<file path="src/rtl/motion_pkg.sv">
// motion_pkg: shared types and constants for the per-frame motion controller.
//   mstate_t : jump state encoding (GROUND=0, RISE=1, FALL=2)
//   VEL_W    : velocity word width (two's complement)
//   KEY_*    : USB HID keycodes for left / right / jump
package motion_pkg;

    localparam int VEL_W = 10;

    localparam logic [7:0] KEY_LEFT  = 8'd4;
    localparam logic [7:0] KEY_RIGHT = 8'd7;
    localparam logic [7:0] KEY_JUMP  = 8'd26;

    typedef enum logic [1:0] {
        GROUND = 2'd0,
        RISE   = 2'd1,
        FALL   = 2'd2
    } mstate_t;

endpackage

</file>
<file path="src/rtl/motion_ctrl_if.sv">
// motion_ctrl_if: velocity command handshake toward the position datapath.
//   cmd_valid : command pending (driven by master)
//   cmd_ready : datapath accepts the command (driven by slave)
//   vel_x     : signed x velocity, + = right
//   vel_y     : signed y velocity, + = down
interface motion_ctrl_if;
    import motion_pkg::*;

    logic             cmd_valid;
    logic             cmd_ready;
    logic [VEL_W-1:0] vel_x;
    logic [VEL_W-1:0] vel_y;

    modport master (output cmd_valid, output vel_x, output vel_y, input cmd_ready);
    modport slave  (input cmd_valid, input vel_x, input vel_y, output cmd_ready);

endinterface

</file>
<file path="src/rtl/key_edge.sv">
// key_edge: per-frame press-edge detector.
//   Clk       : system clock
//   Reset     : synchronous active-high reset
//   sample_en : frame evaluation strobe; the latch only updates here
//   key_match : key of interest is currently down
//   press     : key down now and was not down at the previous evaluated frame
module key_edge (
    input  logic Clk,
    input  logic Reset,
    input  logic sample_en,
    input  logic key_match,
    output logic press
);

    logic latch_q;

    always_ff @(posedge Clk) begin
        if (Reset) begin
            latch_q <= 1'b0;
        end else if (sample_en) begin
            latch_q <= key_match;
        end
    end

    // Combinational so the press is seen in the same evaluation that samples it.
    assign press = key_match & ~latch_q;

endmodule

</file>
<file path="src/rtl/motion_ctrl.sv">
// motion_ctrl: samples the keycode once per frame, runs the ground/rise/fall
// jump FSM and issues one signed velocity command per frame.
//   Clk, Reset  : system clock, synchronous active-high reset
//   frame_tick  : one-cycle pulse per video frame
//   keycode     : current keycode, 0 = no key
//   on_ground   : sprite resting on a surface
//   at_ceiling  : sprite top touching an obstacle
//   cmd         : velocity command handshake (master side)
//   mstate      : current FSM state
//   facing      : 1 = right, 0 = left
//   overrun     : sticky, a frame was dropped under backpressure
//
// state  | meaning
// GROUND | standing; may start a jump or walk off an edge
// RISE   | airborne moving up, vel_y < 0
// FALL   | airborne moving down, vel_y saturates at VMAX_FALL
module motion_ctrl
    import motion_pkg::*;
#(
    parameter int unsigned X_STEP    = 2,
    parameter int unsigned JUMP_VEL  = 10,
    parameter int unsigned GRAVITY   = 1,
    parameter int unsigned VMAX_FALL = 8
) (
    input  logic                Clk,
    input  logic                Reset,
    input  logic                frame_tick,
    input  logic [7:0]          keycode,
    input  logic                on_ground,
    input  logic                at_ceiling,
    motion_ctrl_if.master       cmd,
    output logic [1:0]          mstate,
    output logic                facing,
    output logic                overrun
);

    localparam logic [VEL_W-1:0] X_STEP_V   = VEL_W'(X_STEP);
    localparam logic [VEL_W-1:0] JUMP_VEL_V = VEL_W'(JUMP_VEL);
    localparam logic [VEL_W-1:0] GRAVITY_V  = VEL_W'(GRAVITY);
    localparam logic [VEL_W-1:0] VMAX_V     = VEL_W'(VMAX_FALL);

    mstate_t           state_q;
    logic              eval;
    logic              jump_req;
    logic signed [VEL_W:0] vy_sum;

    // A frame is evaluated only when the previous command is gone or leaving now.
    assign eval = frame_tick & (~cmd.cmd_valid | cmd.cmd_ready);

    key_edge u_jump_edge (
        .Clk       (Clk),
        .Reset     (Reset),
        .sample_en (eval),
        .key_match (keycode == KEY_JUMP),
        .press     (jump_req)
    );

    // One extra bit so vel_y + GRAVITY cannot wrap before the signed compares.
    assign vy_sum = $signed({cmd.vel_y[VEL_W-1], cmd.vel_y}) + $signed({1'b0, GRAVITY_V});

    assign mstate = state_q;

    always_ff @(posedge Clk) begin
        if (Reset) begin
            state_q       <= GROUND;
            cmd.vel_x     <= '0;
            cmd.vel_y     <= '0;
            cmd.cmd_valid <= 1'b0;
            facing        <= 1'b1;
            overrun       <= 1'b0;
        end else begin
            if (frame_tick && cmd.cmd_valid && !cmd.cmd_ready) begin
                overrun <= 1'b1;
            end

            if (eval) begin
                cmd.cmd_valid <= 1'b1;

                if (keycode == KEY_LEFT) begin
                    cmd.vel_x <= '0 - X_STEP_V;
                    facing    <= 1'b0;
                end else if (keycode == KEY_RIGHT) begin
                    cmd.vel_x <= X_STEP_V;
                    facing    <= 1'b1;
                end else begin
                    cmd.vel_x <= '0;
                end

                case (state_q)
                    GROUND: begin
                        if (jump_req && !at_ceiling) begin
                            state_q   <= RISE;
                            cmd.vel_y <= '0 - JUMP_VEL_V;
                        end else if (!on_ground) begin
                            state_q   <= FALL;
                            cmd.vel_y <= GRAVITY_V;
                        end else begin
                            cmd.vel_y <= '0;
                        end
                    end
                    RISE: begin
                        if (at_ceiling) begin
                            state_q   <= FALL;
                            cmd.vel_y <= '0;
                        end else begin
                            cmd.vel_y <= vy_sum[VEL_W-1:0];
                            if (!vy_sum[VEL_W]) begin
                                state_q <= FALL;
                            end
                        end
                    end
                    FALL: begin
                        if (on_ground) begin
                            state_q   <= GROUND;
                            cmd.vel_y <= '0;
                        end else if (vy_sum > $signed({1'b0, VMAX_V})) begin
                            cmd.vel_y <= VMAX_V;
                        end else begin
                            cmd.vel_y <= vy_sum[VEL_W-1:0];
                        end
                    end
                    default: begin
                        state_q   <= GROUND;
                        cmd.vel_y <= '0;
                    end
                endcase
            end else if (cmd.cmd_ready) begin
                cmd.cmd_valid <= 1'b0;
            end
        end
    end

endmodule

</file>
<file path="src/flat_wrapper.sv">
// flat-port wrapper written by rule: the top's interface ports become plain ports
module motion_ctrl_flat import motion_pkg::*;
#(
    parameter int unsigned X_STEP    = 2,
    parameter int unsigned JUMP_VEL  = 10,
    parameter int unsigned GRAVITY   = 1,
    parameter int unsigned VMAX_FALL = 8
)
  (Clk, Reset, frame_tick, keycode, on_ground, at_ceiling, mstate, facing, overrun, cmd_cmd_valid, cmd_vel_x, cmd_vel_y, cmd_cmd_ready);
  motion_ctrl_if cmd_i ();
  input  logic Clk;
  input  logic Reset;
  input  logic frame_tick;
  input  logic [7:0] keycode;
  input  logic on_ground;
  input  logic at_ceiling;
  output logic [1:0] mstate;
  output logic facing;
  output logic overrun;
  output wire logic [$bits(cmd_i.cmd_valid)-1:0] cmd_cmd_valid;
  output wire logic [$bits(cmd_i.vel_x)-1:0] cmd_vel_x;
  output wire logic [$bits(cmd_i.vel_y)-1:0] cmd_vel_y;
  input wire logic [$bits(cmd_i.cmd_ready)-1:0] cmd_cmd_ready;
  assign cmd_cmd_valid = cmd_i.cmd_valid;
  assign cmd_vel_x = cmd_i.vel_x;
  assign cmd_vel_y = cmd_i.vel_y;
  assign cmd_i.cmd_ready = cmd_cmd_ready;
  motion_ctrl #(.X_STEP(X_STEP), .JUMP_VEL(JUMP_VEL), .GRAVITY(GRAVITY), .VMAX_FALL(VMAX_FALL)) u_core (.Clk(Clk), .Reset(Reset), .frame_tick(frame_tick), .keycode(keycode), .on_ground(on_ground), .at_ceiling(at_ceiling), .cmd(cmd_i), .mstate(mstate), .facing(facing), .overrun(overrun));
endmodule
</file>
<file path="config.mk">
export PLATFORM = sky130hd
export DESIGN_NAME = motion_ctrl_flat
export DESIGN_NICKNAME = d
export VERILOG_FILES = /design/src/rtl/motion_pkg.sv /design/src/rtl/motion_ctrl_if.sv /design/src/rtl/key_edge.sv /design/src/rtl/motion_ctrl.sv /design/src/flat_wrapper.sv
export SDC_FILE = /design/constraint.sdc
export NUM_CORES = 1
export LEC_CHECK = 0
export CAP_MARGIN = 20
export CORE_ASPECT_RATIO = 0.7
export CORE_MARGIN = 4
export CORE_UTILIZATION = 42
export CTS_CLUSTER_SIZE = 25
export DETAILED_ROUTE_END_ITERATION = 6
export GPL_TIMING_DRIVEN = 1
export MAX_ROUTING_LAYER = met4
export PLACE_DENSITY_LB_ADDON = 0.1
export SYNTH_ARGS = -nofsm -noshare
export SYNTH_HDL_FRONTEND = slang
export SYNTH_SLANG_ARGS = --single-unit
</file>
<file path="constraint.sdc">
create_clock -name Clk -period 2.1 [get_ports Clk]
set_clock_uncertainty 0.05 [all_clocks]
set_input_delay 0.42 -clock Clk [delete_from_list [all_inputs] [get_ports Clk]]
set_output_delay 0.42 -clock Clk [all_outputs]
set_load 0.005 [all_outputs]
</file>
==> results.cfg <==
[run_status]
status = completed

[route]
drt_iter0_markers = 120
drc_errors = 0
wl_per_cell_um = 15.0
antenna_left = 0
via_count = 1486
viasPerCell = 5.74
totalWireLength_um = 3890
first_pass_iters = 4

[synthesis]
syn-cell-area_mm2 = 0.00127
synth_compound_area_share_pct = 20.0
ys_seq_elements = 18
ys_seq_area_share_pct = 28.4
synth_ff_type = dfxtp_1
synth_area_per_cell_um2 = 7.54
synthMuxAreaShare_pct = 2.37
synth_top_family_by_area = simple AND/OR/NAND/NOR gates
syn_nets = 183
ys_types = 45
synth-edff-count = 0
synthCells = 168
yosys_warnings = 0
synth_fa_ha_area_share_pct = 0.987
synth-async-reset-ratio_pct = 0
synth_xor_area_share_pct = 3.46
yosys.area_share.simple_pct = 35.5

[power_and_ir_drop]
p_seq_share_pct = 47.0
peakVddDrop_v = 0.000272
clkPwrFrac_pct = 32.9
switchingPower_mw = 0.192
internal_power_mw = 0.555
p_leak_nw = 0.696
power.density_mw_per_mm2 = 393
totalPowerFinal_mw = 0.747
power_frac_comb_pct = 20.1
swShare_pct = 25.7

[setup_path]
rrSetupSlack_ns = 0.11
critPathRequiredTime_ns = 2.22
worstPathArrival_ns = 2.10
worstSetupPathType = reg -> reg
endpoint_kind = flop
crit_path_start_kind = flop
path_max_fanout = 8

[layout]
drive_above_1_share_pct = 20.6
seqCellArea_um2 = 360
num-fill-cells = 238
finalNonFillerCells = 259
multi_input_area_um2 = 825
diodes = 0
area_delta_synth_final_pct = 49.9
final_nets = 240

[die]
initial_core_util_pct = 44.6
die_area_mm2 = 0.00397
die_h_um = 54.0
row_count = 16
io_pins = 39
core_mm2 = 0.00284
die_w_um = 73.7

[job]
maxCapViolations = 0

[sta]
hold_violations = 0
post-route-period-util_pct = 94.6
tns_ns = 0
fin_crit_ns = 1.99
drv_slew = 0
finalSetupViolCount = 0
setup_ws_ns = 0.112
fmax_mhz = 503

[place]
place_congestion = 0.888
preCtsSetupSlack_ns = -0.164
numPlacedInstances = 256
dp_hpwl_um = 3030
io_buffers = 37

[worst_hold_path]
hold_path_class = reg -> reg

[clock_tree]
clkSlewWorstSetupHoldPaths_ns = 0.07
postCtsHoldBufs = 0
clock_sinks = 18
cts_tree = yes
cts.path.max_buffers = 2
cts_buffers = 3
htreeDepth = 1
clock_latency_ns = 0.25
clock-root-buffer = clkbuf_8

[grt]
grt_usage_pct = 21.6
grt_pass1_wl_um = 6440
grt_pass1_vias = 1399
grt_overflow = 0
grt_max_degree = 20
antenna_found_initial = 0
-- registers in the layout (all words and copies together), names as in the netlist --
register                    cells
u_core.mstate                   2
u_core.facing                   1
u_core.cmd.vel_y               10
u_core.overrun                  1
u_core.u_jump_edge.latch_q      1
u_core.cmd.vel_x                2
u_core.cmd.cmd_valid            1
-- metal layers --
| layer | routed length [um] | global-route usage [%] | part of all wire, % |
|---|---|---|---|
| met4 | 46 | 5.12 | 1.2 |
| met2 | 1770 | 33.7 | 46 |
| met3 | 265 | 4.48 | 6.8 |
| met1 | 1800 | 28.8 | 46 |
| met5 | 0 | - | 0 |
-- timing repair --
item,4_1_cts,5_1_grt
buffers inserted,0,0
gates resized for setup,0,6
endpoints found under the setup margin,0,7
-- area by class of cell --
type / instances / area share [%]
Clock buffer: 3 / 2.17
Inverter: 2 / 0.395
Multi-Input combinational cell: 130 / 43.4
Sequential cell: 18 / 19.0
Tap cell: 36 / 2.37
Timing Repair Buffer: 70 / 32.7
-- cells in the final DEF (no fill, tap or decap), drive strengths merged, types with 5 or more instances in the layout --
| master | n |
|---|---|
| clkdlybuf4s50 | 36 |
| buf | 33 |
| nand2 | 18 |
| dfxtp | 18 |
| nor2 | 13 |
| a21oi | 12 |
| nand3 | 11 |
| nor3 | 10 |
| o21ai | 9 |
| nand4 | 6 |
| or3 | 5 |
-- cell families (layout without fill, tap and decap cells) --
group,Yosys count,after routing
simple gates,82,82
compound gates,38,38
buf+inv,20,75
flops,18,18
xor+xnor,5,5
mux,3,3
fa+ha+maj,1,1
other cells,1,1
-- synthesized netlist by cell type, types with 2 or more instances --
library cell,instances,share of area [%]
nor4_1,4,2.0
nand2_1,18,5.3
a21oi_1,12,4.7
dfxtp_1,18,28
o21ai_1,6,2.4
inv_1,2,0.59
o221ai_1,3,2.1
nor2b_1,4,2.0
and3_1,2,0.99
clkbuf_1,5,1.5
buf_4,9,5.3
nor2_1,13,3.9
nor3_1,7,2.8
mux2i_1,3,2.4
and2_1,2,0.99
xnor2_1,3,2.1
nand4_1,6,3.0
nand3_1,10,3.9
o211ai_1,3,1.8
a31oi_1,2,0.99
a221oi_1,3,2.1
or3_1,5,2.5
o21ai_0,3,1.2
nor3_2,2,1.6
xor2_1,2,1.4
buf_2,2,0.79
-- stage by stage --
| step | hold WS (ns) | utilization [%] | instance area [um2] |
|---|---|---|---|
| floorplan | 0.382 | - | 1270 |
| global route | 0.449 | 66.8 | 1900 |
| detailed placement | 0.417 | 64.2 | 1830 |
| global placement | 0.399 | 64.2 | 1830 |
| CTS | 0.428 | 65.7 | 1870 |
| finish | 0.427 | 66.8 | 1900 |
-- power by group through the flow --
stage	logic, mW	clock network, mW	registers (mW)
finish	0.150	0.246	0.352
global placement	0.143	0	0.359
CTS	0.146	0.251	0.351
detailed placement	0.144	0	0.359
floorplan	0.0620	0	0.362
global route	0.163	0.266	0.352
-- critical path: stages, from the launching register on --
cell	delay, ns
dfxtp_1	0.32
ha_2	0.24
or3_1	0.33
a21boi_1	0.17
mux2i_1	0.15
nor3_4	0.16
buf_4	0.17
o21ai_1	0.09
a221oi_2	0.22
-- worst paths after layout --
check / cells after the start / startpoint / end
hold reg to reg: 2 / u_core.u_jump_edge.latch_q / u_core.u_jump_edge.latch_q
setup reg to reg: 8 / u_core.cmd.vel_y[0] / u_core.cmd.vel_y[1]
hold / removal: 2 / u_core.u_jump_edge.latch_q / u_core.u_jump_edge.latch_q
setup / recovery: 8 / u_core.cmd.vel_y[0] / u_core.cmd.vel_y[1]
No activity file was read; power rests on OpenSTA's default activity.
